`config.mk`:
```
export PLATFORM = sky130hd
export DESIGN_NAME = fixed_point_requantizer
export DESIGN_NICKNAME = d
export VERILOG_FILES = /design/src/rtl/fixed_point_requantizer.sv
export SDC_FILE = /design/constraint.sdc
export NUM_CORES = 2
export LEC_CHECK = 0
export BUFFER_PORTS_ARGS = -buffer_cell sky130_fd_sc_hd__buf_4
export CAP_MARGIN = 20
export CORE_ASPECT_RATIO = 1.1
export CORE_MARGIN = 1.5
export CORE_UTILIZATION = 60
export CTS_BUF_LIST = sky130_fd_sc_hd__clkbuf_4 sky130_fd_sc_hd__clkbuf_8
export DETAILED_ROUTE_END_ITERATION = 16
export PLACE_DENSITY = 0.79
export SYNTH_ARGS = -nofsm -noshare
export SYNTH_HDL_FRONTEND = slang
export SYNTH_SLANG_ARGS = --single-unit
```
`constraint.sdc`:
```
create_clock -name clk_in -period 14.4 [get_ports clk_in]
set_input_delay 0.72 -clock clk_in [delete_from_list [all_inputs] [get_ports clk_in]]
set_output_delay 0.72 -clock clk_in [all_outputs]
set_load 0.05 [all_outputs]
```
`src/rtl/fixed_point_requantizer.sv`:
```
// Multi-lane pipelined requantizer: round-half-up right shift, then saturate/wrap/ReLU per lane.
// Three stages (capture, round/shift, clamp) share one advance enable for full backpressure.
module fixed_point_requantizer #(
  parameter int IN_WIDTH    = 32,
  parameter int OUT_WIDTH   = 16,
  parameter int LANES       = 4,
  parameter int SHIFT_WIDTH = $clog2(IN_WIDTH),
  parameter int CNT_WIDTH   = 16
) (
  input  logic                           clk_in,
  input  logic                           rst_in,
  input  logic [LANES*IN_WIDTH-1:0]      s_data_in,
  input  logic [SHIFT_WIDTH-1:0]         s_shift_in,
  input  logic [1:0]                     s_mode_in,
  input  logic                           s_valid_in,
  output logic                           s_ready_out,
  output logic [LANES*OUT_WIDTH-1:0]     m_data_out,
  output logic [LANES-1:0]               m_sat_flags_out,
  output logic                           m_valid_out,
  input  logic                           m_ready_in,
  output logic [CNT_WIDTH-1:0]           sat_count_out,
  input  logic                           sat_count_clear_in
);

  localparam int YW = IN_WIDTH + 1;
  localparam int PW = $clog2(LANES + 1);

  localparam logic signed [YW-1:0] MAX_V =
    signed'({{(IN_WIDTH-OUT_WIDTH+2){1'b0}}, {(OUT_WIDTH-1){1'b1}}});
  localparam logic signed [YW-1:0] MIN_V =
    signed'({{(IN_WIDTH-OUT_WIDTH+2){1'b1}}, {(OUT_WIDTH-1){1'b0}}});
  localparam logic [OUT_WIDTH-1:0] MAX_O = {1'b0, {(OUT_WIDTH-1){1'b1}}};
  localparam logic [OUT_WIDTH-1:0] MIN_O = {1'b1, {(OUT_WIDTH-1){1'b0}}};

  logic                           adv;
  logic [LANES*IN_WIDTH-1:0]      d1_q;
  logic [SHIFT_WIDTH-1:0]         sh1_q;
  logic [1:0]                     md1_q;
  logic                           v1_q;
  logic [LANES*YW-1:0]            y2_q, y2_d;
  logic [1:0]                     md2_q;
  logic                           v2_q;
  logic [LANES*OUT_WIDTH-1:0]     out_q, out_d;
  logic [LANES-1:0]               flg_q, flg_d;
  logic                           v3_q;
  logic [CNT_WIDTH-1:0]           cnt_q, cnt_d;
  logic [PW-1:0]                  pop;
  logic [CNT_WIDTH:0]             cnt_sum;

  assign adv         = !v3_q || m_ready_in;
  assign s_ready_out = adv;

  genvar gi;
  generate
    for (gi = 0; gi < LANES; gi++) begin : g_lane
      logic signed [YW-1:0]  x, r, y, yq;
      logic [OUT_WIDTH-1:0]  o;
      logic                  f;

      // The extra top bit keeps x + r from overflowing at the positive extreme.
      assign x = signed'({d1_q[gi*IN_WIDTH+IN_WIDTH-1], d1_q[gi*IN_WIDTH +: IN_WIDTH]});
      assign r = (sh1_q == '0) ? '0 : signed'(YW'(1) << (sh1_q - SHIFT_WIDTH'(1)));
      assign y = (x + r) >>> sh1_q;
      assign y2_d[gi*YW +: YW] = y;

      assign yq = signed'(y2_q[gi*YW +: YW]);
      always_comb begin
        o = yq[OUT_WIDTH-1:0];
        f = 1'b0;
        case (md2_q)
          2'b01: ;
          2'b10: begin
            if (yq[YW-1]) begin
              o = '0;
              f = 1'b1;
            end else if (yq > MAX_V) begin
              o = MAX_O;
              f = 1'b1;
            end
          end
          default: begin
            if (yq > MAX_V) begin
              o = MAX_O;
              f = 1'b1;
            end else if (yq < MIN_V) begin
              o = MIN_O;
              f = 1'b1;
            end
          end
        endcase
      end
      assign out_d[gi*OUT_WIDTH +: OUT_WIDTH] = o;
      assign flg_d[gi] = f;
    end
  endgenerate

  always_comb begin
    pop = '0;
    for (int i = 0; i < LANES; i++) begin
      pop = pop + PW'(flg_d[i]);
    end
  end

  // Clear wins over a same-cycle increment; the sum's carry bit signals saturation.
  assign cnt_sum = {1'b0, cnt_q} + (CNT_WIDTH+1)'(pop);
  always_comb begin
    cnt_d = cnt_q;
    if (sat_count_clear_in) begin
      cnt_d = '0;
    end else if (adv && v2_q) begin
      cnt_d = cnt_sum[CNT_WIDTH] ? '1 : cnt_sum[CNT_WIDTH-1:0];
    end
  end

  always_ff @(posedge clk_in or posedge rst_in) begin
    if (rst_in) begin
      d1_q  <= '0;
      sh1_q <= '0;
      md1_q <= '0;
      v1_q  <= 1'b0;
      y2_q  <= '0;
      md2_q <= '0;
      v2_q  <= 1'b0;
      out_q <= '0;
      flg_q <= '0;
      v3_q  <= 1'b0;
    end else if (adv) begin
      d1_q  <= s_data_in;
      sh1_q <= s_shift_in;
      md1_q <= s_mode_in;
      v1_q  <= s_valid_in;
      y2_q  <= y2_d;
      md2_q <= md1_q;
      v2_q  <= v1_q;
      out_q <= out_d;
      flg_q <= flg_d;
      v3_q  <= v2_q;
    end
  end

  always_ff @(posedge clk_in or posedge rst_in) begin
    if (rst_in) begin
      cnt_q <= '0;
    end else begin
      cnt_q <= cnt_d;
    end
  end

  assign m_data_out      = out_q;
  assign m_sat_flags_out = flg_q;
  assign m_valid_out     = v3_q;
  assign sat_count_out   = cnt_q;

endmodule

```
==> flow_metrics.env <==
export IMPL_holdBufCountCts=0
export IMPL_period_minus_slack_ns=7.48
export IMPL_synthCells=4093
export IMPL_postCtsSetupBuffers=0
export IMPL_setup_viol=0
export IMPL_nFillCells=4569
export IMPL_die_h_um=242
export IMPL_worst_pin_slew_ns=1.20
export IMPL_vias=34200
export IMPL_skew_ns=0.0313
export IMPL_maxSlewHeadroom_pct=19.6
export IMPL_synth_edf_count=0
export IMPL_final_cell_mix="808 x nand2_1, 395 x nor2_1, 352 x dfrtp_1, 292 x buf_4, 265 x a21oi_1"
export IMPL_grt_pass1_wl_um=184000
export IMPL_drt_first_pass_iters=9
export IMPL_grtUsageMet1_pct=62.8
export IMPL_ir_worst_vdd_uv=232
export IMPL_grt_total_usage_pct=44.8
export IMPL_cts_tree="yes"
export IMPL_final_common_cell="nand2_1"
export IMPL_grt_pass1_vias=30800
export IMPL_synth_seq_cells=356
export IMPL_post_route_period_util_pct=51.9
export IMPL_rsz0062_at_grt="no"
export IMPL_area_delta_synth_final_pct=10.7
export IMPL_routed_wl_um=122000
export IMPL_slowest_delay_ns=0.98
export IMPL_crit_slowest_cell="nor3_2"
export IMPL_crit_fanout=41
export IMPL_cpMostUsedCell="nand2_1"
export IMPL_status="complete, no violations"
export IMPL_ys_seq_area_share_pct=28.6
export IMPL_layout_drive_gt1_share_pct=12.7
export IMPL_cts_made_buffers=59
export IMPL_grt_ovfl_total=0
export IMPL_clock_fmax_mhz=134
export IMPL_die_x_um=220
export IMPL_max_cap_violations=0
export IMPL_drc_errors=0
export IMPL_ant_nets=0
export IMPL_num_nets_final=4436
export IMPL_slew_viol_final=0
export IMPL_top_usage_layer="met1"
export IMPL_ys_types=95
export IMPL_htreeDepth=2
export IMPL_avgSynthCellArea_um2=7.60
export IMPL_start_util_pct=60.7
export IMPL_clock_sinks=356
export IMPL_synthArstFlopShare_pct=100
export IMPL_ys_flop_type="dfrtp_1"
export IMPL_ys_warn_count=0
export IMPL_antenna_found_initial=1
export IMPL_wire_per_inst_um=25.1
export IMPL_coreArea_mm2=0.0513
export IMPL_power_density_mw_per_mm2=203
export IMPL_synthesis_area_mm2=0.0311
export IMPL_tns_ns=0
export IMPL_final_area_mm2=0.0344
export IMPL_port_buffers=225
export IMPL_grt_max_degree=151
export IMPL_leakage_nw=15.2
export IMPL_place_congestion=1.08
export IMPL_worstSetupStartpointType="flop"
export IMPL_hold_viol=0
export IMPL_place_area_mm2=0.0331
export IMPL_cts_root_buf="clkbuf_8"
export IMPL_io_pins=226
export IMPL_holdCritPathClass="in -> async"
export IMPL_end_kind="flop"
export IMPL_crit_arrival_ns=8.06
export IMPL_clock_latency_ns=0.71
export IMPL_syn_nets=4373
export IMPL_grt_use_met2_pct=61.8
export IMPL_dieArea_mm2=0.0532
export IMPL_clk_pin_slew_ns=0.07
export IMPL_grtUsageMet3_pct=12.1
export IMPL_hpwl_um=91600
export IMPL_cts_buffer_depth=3
export IMPL_cp_cell_sequence="clkinv_2, nand2_1, inv_1, buf_4, nand2_1, xnor2_1, nand2_1, nor3_2, ha_1, nand2_1, o21ai_0, o21ai_0, a31o_2, a211o_1, a21boi_1, or2_0, a21oi_1, a221o_1"
export IMPL_via_per_inst=7.03
export IMPL_cp_required_ns=14.99
export IMPL_cts_resized=0
export IMPL_crit_type="reg -> reg"
export IMPL_rows=87
export IMPL_dr_first_iter_drc_count=5197
-- Yosys cell counts (all sizes together) (58+ instances only) --
cell	number	area (µm²)
nand2	808	3030
nor2	401	1510
dfrtp	356	8910
a21oi	265	1330
clkbuf	245	920
o21ai	225	1130
ha	133	1660
nor3	112	561
a211oi	102	766
o31ai	86	646
nand3	78	390
a21o	75	563
mux2i	71	711
nand4	68	425
o211ai	60	455
inv	58	218
-- flip-flops by register name (all words and copies together), names as in the netlist, 2 cells and up --
signal,cells
y2_q,132
d1_q,128
m_data_out,64
sat_count_out,16
sh1_q,5
m_sat_flags_out,4
md1_q,2
md2_q,2
-- power breakdown --
part	internal [mW]	leakage (nW)	switching, mW
sequential	1.39	4.30	0.360
combinational	1.39	10.3	2.87
clock	0.536	0.669	0.435
-- routing by layer --
layer | up-vias | part of all wire [%]
met5 | - | 0
met4 | 0 | 6.9
met3 | 500 | 14
met2 | 2542 | 40
met1 | 15900 | 40
li1 | 15300 | -
-- worst paths after layout --
check	startpoint	endpoint	slack [ns]	depth (start not counted)
worst max-delay path	sh1_q[0]$_DFFE_PP0N_	y2_q[85]$_DFFE_PP0N_	6.92	18
worst min-delay path	rst_in	m_data_out[7]$_DFFE_PP0N_	0.08	2
worst max register to register	sh1_q[0]$_DFFE_PP0N_	y2_q[85]$_DFFE_PP0N_	6.92	18
worst min register to register	md1_q[0]$_DFFE_PP0N_	md1_q[0]$_DFFE_PP0N_	0.47	2
max in group asynchronous	rst_in	d1_q[86]$_DFFE_PP0N_	12.35	4
min in group clk_in	s_data_in[70]	d1_q[70]$_DFFE_PP0N_	0.21	3
-- cell type report --
cell class | instances | area, µm² | area share, %
diodes | 3 | 7.51 | 0.0218
inverters | 61 | 244 | 0.709
well taps | 667 | 835 | 2.42
repair buffers | 296 | 2240 | 6.50
clock buffers | 90 | 1130 | 3.29
clock inverters | 12 | 138 | 0.400
flip-flops and latches | 356 | 8920 | 25.9
multi-input cells | 3382 | 20900 | 60.8
-- cells by family (layout without fill, tap and decap cells) --
logic type	after synthesis	count (layout)	synth area share, %
and+or+nand+nor	1719	1719	24.5
AOI/OAI and AO/OA	1292	1292	28.8
DFF	356	356	28.6
buffers and inverters	355	459	4.35
adders and majority gates	140	140	5.80
muxes	129	129	5.08
xor gates and xnor gates	102	102	2.87
other	0	3	0
-- metrics by stage --
| step | util [%] | instances | power, mW | setup slack, ns | hold slack (ns) |
|---|---|---|---|---|---|
| 4_1_cts | 67.1 | 4863 | 6.78 | 7.16 | 0.0863 |
| 6_report | 67.2 | 4867 | 6.97 | 6.92 | 0.0800 |
| 2_1_floorplan | - | 4093 | 4.51 | 3.80 | 0.439 |
| 3_3_place_gp | 64.6 | 4758 | 5.74 | 6.99 | 0.453 |
| 5_1_grt | 67.2 | 4865 | 7.30 | 6.60 | 0.147 |
| 3_5_place_dp | 64.7 | 4761 | 5.79 | 7.21 | 0.459 |
-- worst max-delay path, delay by kind of cell (launching register included) --
family / cells / cell delay (ns)
DFF: 1 / 0.50
adders and majority gates: 1 / 0.51
AOI/OAI and AO/OA: 7 / 2.40
buffers and inverters: 3 / 1.06
and+or+nand+nor: 6 / 2.57
xor gates and xnor gates: 1 / 0.28
(Power assumes the default switching activity.)
